[config.mk]
export PLATFORM = sky130hd
export DESIGN_NAME = load_store_unit
export DESIGN_NICKNAME = d
export VERILOG_FILES = /design/src/rtl/load_store_unit.sv
export SDC_FILE = /design/constraint.sdc
export NUM_CORES = 1
export LEC_CHECK = 0
export CELL_PAD_IN_SITES_DETAIL_PLACEMENT = 0
export CELL_PAD_IN_SITES_GLOBAL_PLACEMENT = 1
export CORE_MARGIN = 4
export CORE_UTILIZATION = 26
export CTS_CLUSTER_SIZE = 16
export DETAILED_ROUTE_END_ITERATION = 10
export GPL_ROUTABILITY_DRIVEN = 0
export GPL_TIMING_DRIVEN = 0
export PLACE_DENSITY = 0.79
export SETUP_SLACK_MARGIN = 0.15
export SLEW_MARGIN = 20
export SYNTH_ARGS = -nofsm -noshare
export SYNTH_HDL_FRONTEND = slang
export SYNTH_SLANG_ARGS = --single-unit
export TNS_END_PERCENT = 30
[constraint.sdc]
create_clock -name clock -period 1.95 [get_ports clock]
set_input_delay 0.39 -clock clock [delete_from_list [all_inputs] [get_ports clock]]
set_output_delay 0.39 -clock clock [all_outputs]
set_load 0.1 [all_outputs]
[src/rtl/load_store_unit.sv]
// MEM-stage load/store unit: alignment check, data-cache request/ready handshake,
// byte-lane steering for stores and extraction/extension of load data.
module load_store_unit #(
  parameter int ADDR_W = 32,
  parameter int WORD_W = 32
) (
  input  logic                  clock,
  input  logic                  reset,
  input  logic                  req_valid,
  output logic                  req_ready,
  input  logic                  req_is_store,
  input  logic [1:0]            req_size,
  input  logic                  req_unsigned,
  input  logic [ADDR_W-1:0]     req_address,
  input  logic [WORD_W-1:0]     req_wdata,
  output logic                  resp_valid,
  output logic                  resp_fault,
  output logic [WORD_W-1:0]     resp_rdata,
  output logic [ADDR_W-1:0]     dcache_address,
  output logic                  dcache_dataRequest,
  output logic                  dcache_rw,
  output logic [WORD_W-1:0]     dcache_writeData,
  output logic [WORD_W/8-1:0]   dcache_byte_en,
  input  logic [WORD_W-1:0]     dcache_readData,
  input  logic                  dcache_data_ready
);

  typedef enum logic [1:0] {IDLE, ACCESS, FAULT} state_t;

  state_t                state_q, state_d;
  logic                  is_store_q, is_store_d;
  logic                  unsigned_q, unsigned_d;
  logic [1:0]            size_q, size_d;
  logic [1:0]            off_q, off_d;
  logic                  dreq_q, dreq_d;
  logic                  rw_q, rw_d;
  logic [ADDR_W-1:0]     daddr_q, daddr_d;
  logic [WORD_W-1:0]     wdata_q, wdata_d;
  logic [WORD_W/8-1:0]   be_q, be_d;
  logic                  resp_valid_q, resp_valid_d;
  logic                  resp_fault_q, resp_fault_d;
  logic [WORD_W-1:0]     resp_rdata_q, resp_rdata_d;

  logic                  accept;
  logic                  misaligned;
  logic [WORD_W-1:0]     shifted;
  logic [WORD_W-1:0]     load_ext;

  assign req_ready = (state_q == IDLE);
  assign accept    = req_valid & req_ready;

  always_comb begin
    misaligned = 1'b0;
    unique case (req_size)
      2'd0: misaligned = 1'b0;
      2'd1: misaligned = req_address[0];
      2'd2: misaligned = (req_address[1:0] != 2'b00);
      2'd3: misaligned = 1'b1;
    endcase
  end

  // Load data uses the latched offset/size, since req_* may already carry the next op.
  always_comb begin
    shifted  = dcache_readData >> {off_q, 3'b000};
    load_ext = shifted;
    unique case (size_q)
      2'd0:    load_ext = {{(WORD_W-8){shifted[7] & ~unsigned_q}}, shifted[7:0]};
      2'd1:    load_ext = {{(WORD_W-16){shifted[15] & ~unsigned_q}}, shifted[15:0]};
      default: load_ext = shifted;
    endcase
  end

  always_comb begin
    state_d      = state_q;
    is_store_d   = is_store_q;
    unsigned_d   = unsigned_q;
    size_d       = size_q;
    off_d        = off_q;
    dreq_d       = dreq_q;
    rw_d         = rw_q;
    daddr_d      = daddr_q;
    wdata_d      = wdata_q;
    be_d         = be_q;
    resp_valid_d = 1'b0;
    resp_fault_d = 1'b0;
    resp_rdata_d = '0;
    unique case (state_q)
      IDLE: begin
        if (accept) begin
          is_store_d = req_is_store;
          unsigned_d = req_unsigned;
          size_d     = req_size;
          off_d      = req_address[1:0];
          if (misaligned) begin
            state_d      = FAULT;
            resp_valid_d = 1'b1;
            resp_fault_d = 1'b1;
          end else begin
            state_d = ACCESS;
            dreq_d  = 1'b1;
            rw_d    = req_is_store;
            daddr_d = {req_address[ADDR_W-1:2], 2'b00};
            unique case (req_size)
              2'd0: begin
                be_d    = 4'b0001 << req_address[1:0];
                wdata_d = {4{req_wdata[7:0]}};
              end
              2'd1: begin
                be_d    = req_address[1] ? 4'b1100 : 4'b0011;
                wdata_d = {2{req_wdata[15:0]}};
              end
              default: begin
                be_d    = 4'b1111;
                wdata_d = req_wdata;
              end
            endcase
            if (!req_is_store) wdata_d = '0;
          end
        end
      end
      ACCESS: begin
        if (dcache_data_ready) begin
          state_d      = IDLE;
          dreq_d       = 1'b0;
          rw_d         = 1'b0;
          daddr_d      = '0;
          wdata_d      = '0;
          be_d         = '0;
          resp_valid_d = 1'b1;
          resp_rdata_d = is_store_q ? '0 : load_ext;
        end
      end
      FAULT: state_d = IDLE;
      default: state_d = IDLE;
    endcase
  end

  always_ff @(posedge clock) begin
    if (reset) begin
      state_q      <= IDLE;
      is_store_q   <= 1'b0;
      unsigned_q   <= 1'b0;
      size_q       <= '0;
      off_q        <= '0;
      dreq_q       <= 1'b0;
      rw_q         <= 1'b0;
      daddr_q      <= '0;
      wdata_q      <= '0;
      be_q         <= '0;
      resp_valid_q <= 1'b0;
      resp_fault_q <= 1'b0;
      resp_rdata_q <= '0;
    end else begin
      state_q      <= state_d;
      is_store_q   <= is_store_d;
      unsigned_q   <= unsigned_d;
      size_q       <= size_d;
      off_q        <= off_d;
      dreq_q       <= dreq_d;
      rw_q         <= rw_d;
      daddr_q      <= daddr_d;
      wdata_q      <= wdata_d;
      be_q         <= be_d;
      resp_valid_q <= resp_valid_d;
      resp_fault_q <= resp_fault_d;
      resp_rdata_q <= resp_rdata_d;
    end
  end

  assign dcache_dataRequest = dreq_q;
  assign dcache_rw          = rw_q;
  assign dcache_address     = daddr_q;
  assign dcache_writeData   = wdata_q;
  assign dcache_byte_en     = be_q;
  assign resp_valid         = resp_valid_q;
  assign resp_fault         = resp_fault_q;
  assign resp_rdata         = resp_rdata_q;

endmodule

Word level (Yosys, flattened, before mapping):

Index checks and enable logic that the tools add are counted.

* flip-flop bits (word level): 112
* word-level logic and storage cells: 72
* bits of input ports: 104
* output and inout bits: 105

* shift operators: 2
* reductions and logical operators: 10
* bitwise logic cells: 7
* multiplexer cells: 32
* eq/ne operators: 8

Operator list (number)
* 32-bit one-hot mux with 2 select lines: 4
* 32-bit two-way mux: 6
* 32-bit by 5-bit >> shifter with 32-bit output: 1
* 4-bit two-way mux: 4
* 4-bit one-hot mux with 2 select lines: 2
* 1-bit two-way mux: 8
* 2-bit by 1-bit == test with 1-bit output, second input constant: 3
* 2-bit logical NOT: 3
* 2-bit two-way mux: 3
* 1-bit one-hot mux with 2 select lines: 3
* 2-bit == test, second input constant: 2
* 2-bit != test, second input constant: 2
* 1-bit inverter: 4
* 1-bit one-hot mux with 4 select lines: 1
* 2-bit one-hot mux with 2 select lines: 1
* 2-bit AND reduction: 2
* 4-bit AND reduction: 1
* 2-bit nonzero test: 2
* 4-bit OR reduction: 1
* 1-bit by 2-bit << shifter with 4-bit output, first input constant: 1
* 1-bit bitwise AND: 3
* 2-bit by 1-bit != test with 1-bit output, second input constant: 1
* 2-bit OR reduction: 1

Longest topological paths before layout:

Gate-level depths: netlist (run 1).

* word-level depth: 6
* depth in mapped cells: 7
* mapped depth without buffers: 4

Least setup slack after synthesis (run 1):

OpenSTA, ideal clock, no wires.

* path kind: flip-flop to output port
* start: register state_q[1]
* end: output port req_ready
* cell stages (with the launch flop): 2
* setup slack: -0.045 ns
* data required time: 1.560 ns
* arrival: 1.605 ns
* buffers on the path: 0
* cells stage by stage: dfxtp_1 -> nor2_1

* longest elaborated chain between the ends: 1

Ends and longest elaborated chain
* start, declared: line 30 `state_t state_q, state_d;`
* start signal, assigned: line 154 `state_q <= state_d;`
* 2-bit logical NOT: line 49 `assign req_ready = (state_q == IDLE);`
* end, declared: line 10 `output logic req_ready,`

No other way between the ends.

Worst setup path in the final report (run 1):

* start: register state_q[0]
* end: register wdata_q[27], in the netlist dcache_writeData[27]

* longest elaborated chain between the ends: 4

Ends and longest elaborated chain
* 2-bit logical NOT: line 49, 87
* 1-bit bitwise AND: line 50 `assign accept = req_valid & req_ready;`
* 2-bit by 1-bit != test with 1-bit output (no line)
* 4-bit AND reduction (no line)
* end signal, assigned: line 162 `wdata_q <= wdata_d;`
* end, declared: line 38 `logic [WORD_W-1:0] wdata_q, wdata_d;`

Several ways; a longest one is shown, not always the timed one.
A chain may end at the register's enable or synchronous reset.

==> impl_metrics.py, run 1 <==
metrics = {
    "global_routing": {
        "grt_pass1_vias": 4193,
        "grt_antenna_before_repair": 0,
        "grt_max_degree": 19,
        "grt_pass1_wl_mm": 22.5,
        "grt_util_all_layers_pct": 15.7,
        "grt-ovfl-total": 0,
    },
    "worst_setup_path": {
        "critPathTopFamily": "simple AND/OR/NAND/NOR gates",
        "worst-path-buf-inv": 3,
        "end_kind": "register",
        "crit_type": "reg2reg",
        "max_stage_delay_ns": 0.52,
        "crit_slowest_cell": "or4b_4",
        "start_kind": "register",
        "required_ns": 2.25,
        "path_cells": "or4b_4, buf_6, a21oi_4, and2_4, buf_8, clkbuf_16, a22o_1",
        "worstPathMaxFanout": 7,
        "cp_data_arrival_time_ns": 2.08,
    },
    "detailed_routing": {
        "dr.pass1.iters": 4,
        "antenna_left": 0,
        "drc_errors": 0,
        "num_vias": 3962,
        "drtIter0Drc": 199,
        "routed_wl_mm": 14.8,
        "vias_per_cell": 4.64,
        "avgRoutedWirePerCell_um": 17.3,
    },
    "placement": {
        "numPortBuffers": 204,
        "place_area_um2": 6600,
        "dp_hpwl_mm": 11.2,
    },
    "cells_and_area": {
        "n_fill_cell": 1528,
        "synthToLayoutAreaGrowth_pct": 70.7,
        "num_antenna_cells": 0,
        "nets": 736,
        "ff_latch_area_um2": 2210,
        "multi_input_area_um2": 1930,
        "fin_area_um2": 7220,
        "drive_gt1_share_pct": 27.0,
        "mostFrequentLayoutCell": "dfxtp_1",
        "mostFrequentLayoutCells": "dfxtp_1 (108), clkdlybuf4s15_2 (103), clkdlybuf4s50_1 (95)",
        "utilization_pct": 45.5,
    },
    "sta": {
        "slew_headroom_pct": 55.5,
        "period_share_pct": 91.7,
        "worst-slew-pin-transition_ns": 0.662,
        "setup_violations": 0,
        "finalHoldViolations": 0,
        "rsz0062_at_grt": "yes",
        "clock.fmax_ghz": 0.559,
        "drv_slew": 0,
        "setup_tns_ns": 0,
        "skew_ns": 0.00487,
        "fin_crit_ns": 1.79,
    },
    "logic_synthesis": {
        "synth.avg_cell_area_um2": 10.3,
        "synth_edf_count": 0,
        "async_flop_share_pct": 0,
        "ys_dominant_reg_cell": "dfxtp_1",
        "ys_warn_count": 0,
        "netlist_instances": 409,
        "ys_types": 35,
        "synth-seq-cells": 110,
        "seq_area_frac_synth_pct": 52.1,
        "synthesis.area_um2": 4230,
    },
    "clock_network": {
        "clk_pin_slew_worst_paths_ns": 0.07,
        "htree_levels": 3,
        "hold_buffers": 0,
        "ctsLongestPathBuffers": 2,
        "numClockSinks": 110,
        "insertion_delay_ns": 0.35,
        "tritoncts": "done",
        "cts_buffers": 9,
        "cts_root_buf": "clkbuf_16",
    },
    "run": {
        "drv_cap": 0,
    },
    "floorplan": {
        "die_width_um": 136,
        "die-area_um2": 18400,
        "core_um2": 15900,
        "start_util_pct": 26.6,
        "rows": 46,
        "die_h_um": 136,
        "ios": 209,
    },
    "power": {
        "power.density_nw_per_um2": 783,
        "p_leak_nw": 2.81,
        "p_total_w": 0.00565,
        "ir_drop_v": 0.000534,
    },
    "run_status": {
        "status": "complete, no violations",
    },
    "hold_path": {
        "holdCritPathClass": "in2reg",
    },
}
## per-layer routing
| metal | vias to the layer above | global-route usage [%] | part of all wire, % |
|---|---|---|---|
| li1 | 1918 | - | - |
| met1 | 1844 | 18.8 | 42 |
| met2 | 173 | 25.3 | 46 |
| met3 | 27 | 6.69 | 8.9 |
| met4 | 0 | 5.82 | 2.5 |
| met5 | - | 0 | 0 |
## sequential cells by signal, indices dropped and copies added, names as in the netlist, 2 cells and up
signal            flops
dcache_writeData     32
resp_rdata           32
dcache_address       30
dcache_byte_en        4
off_q                 2
size_q                2
state_q               2
## worst reg2reg max path, delay by kind of cell (launching register included)
family          cells  cell delay [ns]
buf+inv             3             0.41
flops               1             0.37
compound gates      2             0.26
simple gates        2             0.70
## synth_stat cells, types with 2 or more instances
master,number,share of area [%]
dfxtp_1,110,52
a22o_1,46,9.5
mux2i_1,46,11
nand2_1,27,2.4
o21ai_0,25,3.0
nor2_1,21,1.9
o2bb2ai_1,18,3.7
a211oi_1,15,2.7
a21oi_1,14,1.7
buf_2,14,1.7
clkbuf_1,12,1.1
and2_1,8,1.2
nor2b_1,8,1.2
a21o_1,6,1.1
buf_1,6,0.53
inv_1,4,0.35
or2_2,4,0.59
buf_4,3,0.53
or3_1,3,0.44
nand2b_1,2,0.30
nor3_1,2,0.24
nor4_1,2,0.30
## repair_timing
item,4_1_cts,5_1_grt
gates cloned,0,2
setup buffers,2,3
resized for setup,339,17
pin swaps,1,5
endpoints found under the setup margin,204,73
## kinds of logic after synthesis
logic type                after synthesis  share of synthesized area (%)
buffers and inverters                  40                           4.41
muxes                                  47                           11.2
DFF                                   110                           52.1
and+or+nand+nor                        82                           9.64
other                                   1                         0.0886
xor gates and xnor gates                1                          0.207
AOI/OAI and AO/OA                     128                           22.4
## cell type report
class | count | area share, %
tap | 216 | 3.74
clock buffer | 9 | 3.12
multi-input combinational | 260 | 26.7
clock inverter | 7 | 1.00
inverter | 4 | 0.208
buffer | 36 | 3.29
sequential | 110 | 30.6
timing repair buffer | 211 | 31.3
## where the power goes
part | switching (W) | internal [W]
sequential | 0.0000503 | 0.00233
combinational | 0.000940 | 0.000481
clock | 0.000852 | 0.000999
total | 0.00184 | 0.00381
## per-stage QoR
stage	std cells	worst slack, ns	hold WS [ns]
3_5_place_dp	830	-0.584	0.447
5_1_grt	853	0.106	0.354
6_report	853	0.162	0.347
2_1_floorplan	410	0.123	0.468
4_1_cts	848	0.140	0.465
3_3_place_gp	830	-0.547	0.436
## final timing paths
check	from	end	slack [ns]	cells past startpoint
max	state_q[0]	dcache_writeData[27]	0.16	7
min reg2reg	dcache_byte_en[0]	dcache_byte_en[0]	0.46	1
min	dcache_readData[31]	resp_rdata[31]	0.35	3
max reg2reg	state_q[0]	dcache_writeData[27]	0.16	7
Note: power is estimated with default switching activity, not from simulation.
==> inputs of run 2 (changes only) <==
- CORE_ASPECT_RATIO: unset -> 1.5
==> run 2 against run 1 <==
  * Clock power up 5%
  * Sequential share of layout area decreased by 0.57 points
  * Flip-flop and latch count stayed put
  * Critical path type unchanged
  * Largest cell class unchanged
==> impl_metrics.py, run 2 (synthesis results as in run 1) <==
metrics = {
    "cells_and_area": {
        "synthToLayoutAreaGrowth_pct": 73.7,
        "drive_gt1_share_pct": 28.7,
        "n_fill_cell": 1526,
        "nets": 741,
        "num_antenna_cells": 0,
        "fin_cells": 845,
        "mostFrequentLayoutCell": "dfxtp_1",
        "mostFrequentLayoutCells": "dfxtp_1 (108), clkdlybuf4s15_2 (102), clkdlybuf4s50_1 (96)",
    },
    "clock_network": {
        "cts_buffers": 9,
        "ctsLongestPathBuffers": 2,
        "htree_levels": 3,
        "tritoncts": "done",
        "cts_root_buf": "clkbuf_16",
        "clk_pin_slew_worst_paths_ns": 0.08,
        "insertion_delay_ns": 0.34,
        "numClockSinks": 110,
    },
    "sta": {
        "drv_slew": 0,
        "whs_ns": 0.403,
        "finalHoldViolations": 0,
        "fin_crit_ns": 1.82,
        "clock.fmax_ghz": 0.550,
        "worst-slew-pin-transition_ns": 0.750,
        "skew_ns": 0.0101,
        "rsz0062_at_grt": "yes",
        "period_share_pct": 93.2,
        "slew_headroom_pct": 49.6,
        "setup_tns_ns": 0,
        "setup_violations": 0,
    },
    "detailed_routing": {
        "met3_length_mm": 1.20,
        "routed_wl_mm": 15.5,
        "drtIter0Drc": 114,
        "antenna_left": 0,
        "avgRoutedWirePerCell_um": 18.4,
        "met2_wirelength_mm": 8.16,
        "num_vias": 3984,
        "drt-met1-wl_mm": 5.73,
        "dr.pass1.iters": 5,
        "vias_per_cell": 4.71,
        "drc_errors": 0,
        "highest_layer": "met4",
    },
    "global_routing": {
        "grt_antenna_before_repair": 0,
        "grt_pass1_wl_mm": 23.4,
        "grt_pass1_vias": 4239,
        "grt_max_degree": 22,
        "grt_util_all_layers_pct": 16.2,
        "grt-ovfl-total": 0,
    },
    "run": {
        "drv_cap": 0,
    },
    "floorplan": {
        "start_util_pct": 26.7,
        "die-area_um2": 18400,
        "die_h_um": 164,
        "ios": 209,
        "core_um2": 15800,
        "die_width_um": 112,
        "rows": 56,
    },
    "placement": {
        "dp_hpwl_mm": 12.0,
        "numPortBuffers": 204,
        "dp_cells": 817,
    },
    "worst_setup_path": {
        "crit_type": "reg2reg",
        "worstPathMaxFanout": 10,
        "max_stage_delay_ns": 0.35,
        "end_kind": "register",
        "crit_slowest_cell": "mux2i_1",
        "start_kind": "register",
        "worst-path-buf-inv": 2,
        "path_cells": "buf_2, buf_2, mux2i_1, nor2_1, o21ai_0, a21oi_1",
        "cp_data_arrival_time_ns": 2.03,
        "critPathTopFamily": "buffers and inverters",
        "required_ns": 2.16,
        "cpMostUsedCell": "buf_2",
    },
    "power": {
        "p_total_w": 0.00579,
        "ir_drop_v": 0.000492,
        "power.density_nw_per_um2": 788,
        "p_leak_nw": 2.87,
    },
    "run_status": {
        "status": "complete, no violations",
    },
    "hold_path": {
        "holdCritPathClass": "in2reg",
    },
}
-- run 2: worst paths after layout --
| path | start | to | slack [ns] | cells past startpoint |
|---|---|---|---|---|
| worst max register to register | off_q[0] | resp_rdata[10] | 0.13 | 6 |
| worst min-delay path | req_address[1] | off_q[1] | 0.40 | 3 |
| worst min register to register | dcache_dataRequest | dcache_dataRequest | 0.46 | 1 |
| worst max-delay path | off_q[0] | resp_rdata[10] | 0.13 | 6 |
-- run 2: power breakdown --
part	switching (W)	total (W)	leakage, nW	internal [W]
combinational	0.000968	0.00146	1.81	0.000495
sequential	0.0000508	0.00238	0.894	0.00233
clock	0.000906	0.00195	0.158	0.00104
total	0.00192	0.00579	2.87	0.00387
-- run 2: repair_timing --
item,CTS,global route
resized for setup,341,25
buffers inserted,4,6
endpoints found under the setup margin,199,77
hold buffers,0,0
pin swaps,3,3
gates cloned,1,1
-- run 2: stage by stage --
| stage | worst slack [ns] | utilization, % | cell area [um2] |
|---|---|---|---|
| 2_1_floorplan | 0.123 | - | 4290 |
| 6_report | 0.132 | 46.4 | 7350 |
| 3_5_place_dp | -0.663 | 41.6 | 6590 |
| 5_1_grt | 0.0730 | 46.4 | 7350 |
| 4_1_cts | 0.0660 | 45.3 | 7180 |
| 3_3_place_gp | -0.597 | 41.6 | 6580 |
-- run 2: cell type report --
class / count / area (um2) / area share [%]
clock inverter: 7 / 100 / 1.36
clock buffer: 9 / 225 / 3.06
sequential: 110 / 2210 / 30.0
multi-input combinational: 260 / 1990 / 27.1
timing repair buffer: 216 / 2310 / 31.4
tap: 203 / 254 / 3.46
inverter: 4 / 15.0 / 0.204
buffer: 36 / 249 / 3.39
-- run 2: worst reg2reg max path, cell delays in order, from the launching register on --
cell	delay (ns)
dfxtp_1	0.31
buf_2	0.20
buf_2	0.33
mux2i_1	0.35
nor2_1	0.08
o21ai_0	0.30
a21oi_1	0.12
-- run 2: routing by layer --
layer,vias up,GRT usage [%]
met4,0,6.12
met5,-,0
met2,190,30.4
met3,23,5.05
met1,1837,16.8
li1,1934,-
==> inputs of run 3 (changes only) <==
- ABC_AREA: unset -> 0
- CAP_MARGIN: unset -> 10
==> results of run 3 <==
Final layout, timing and power as in run 2 (identical DEF).
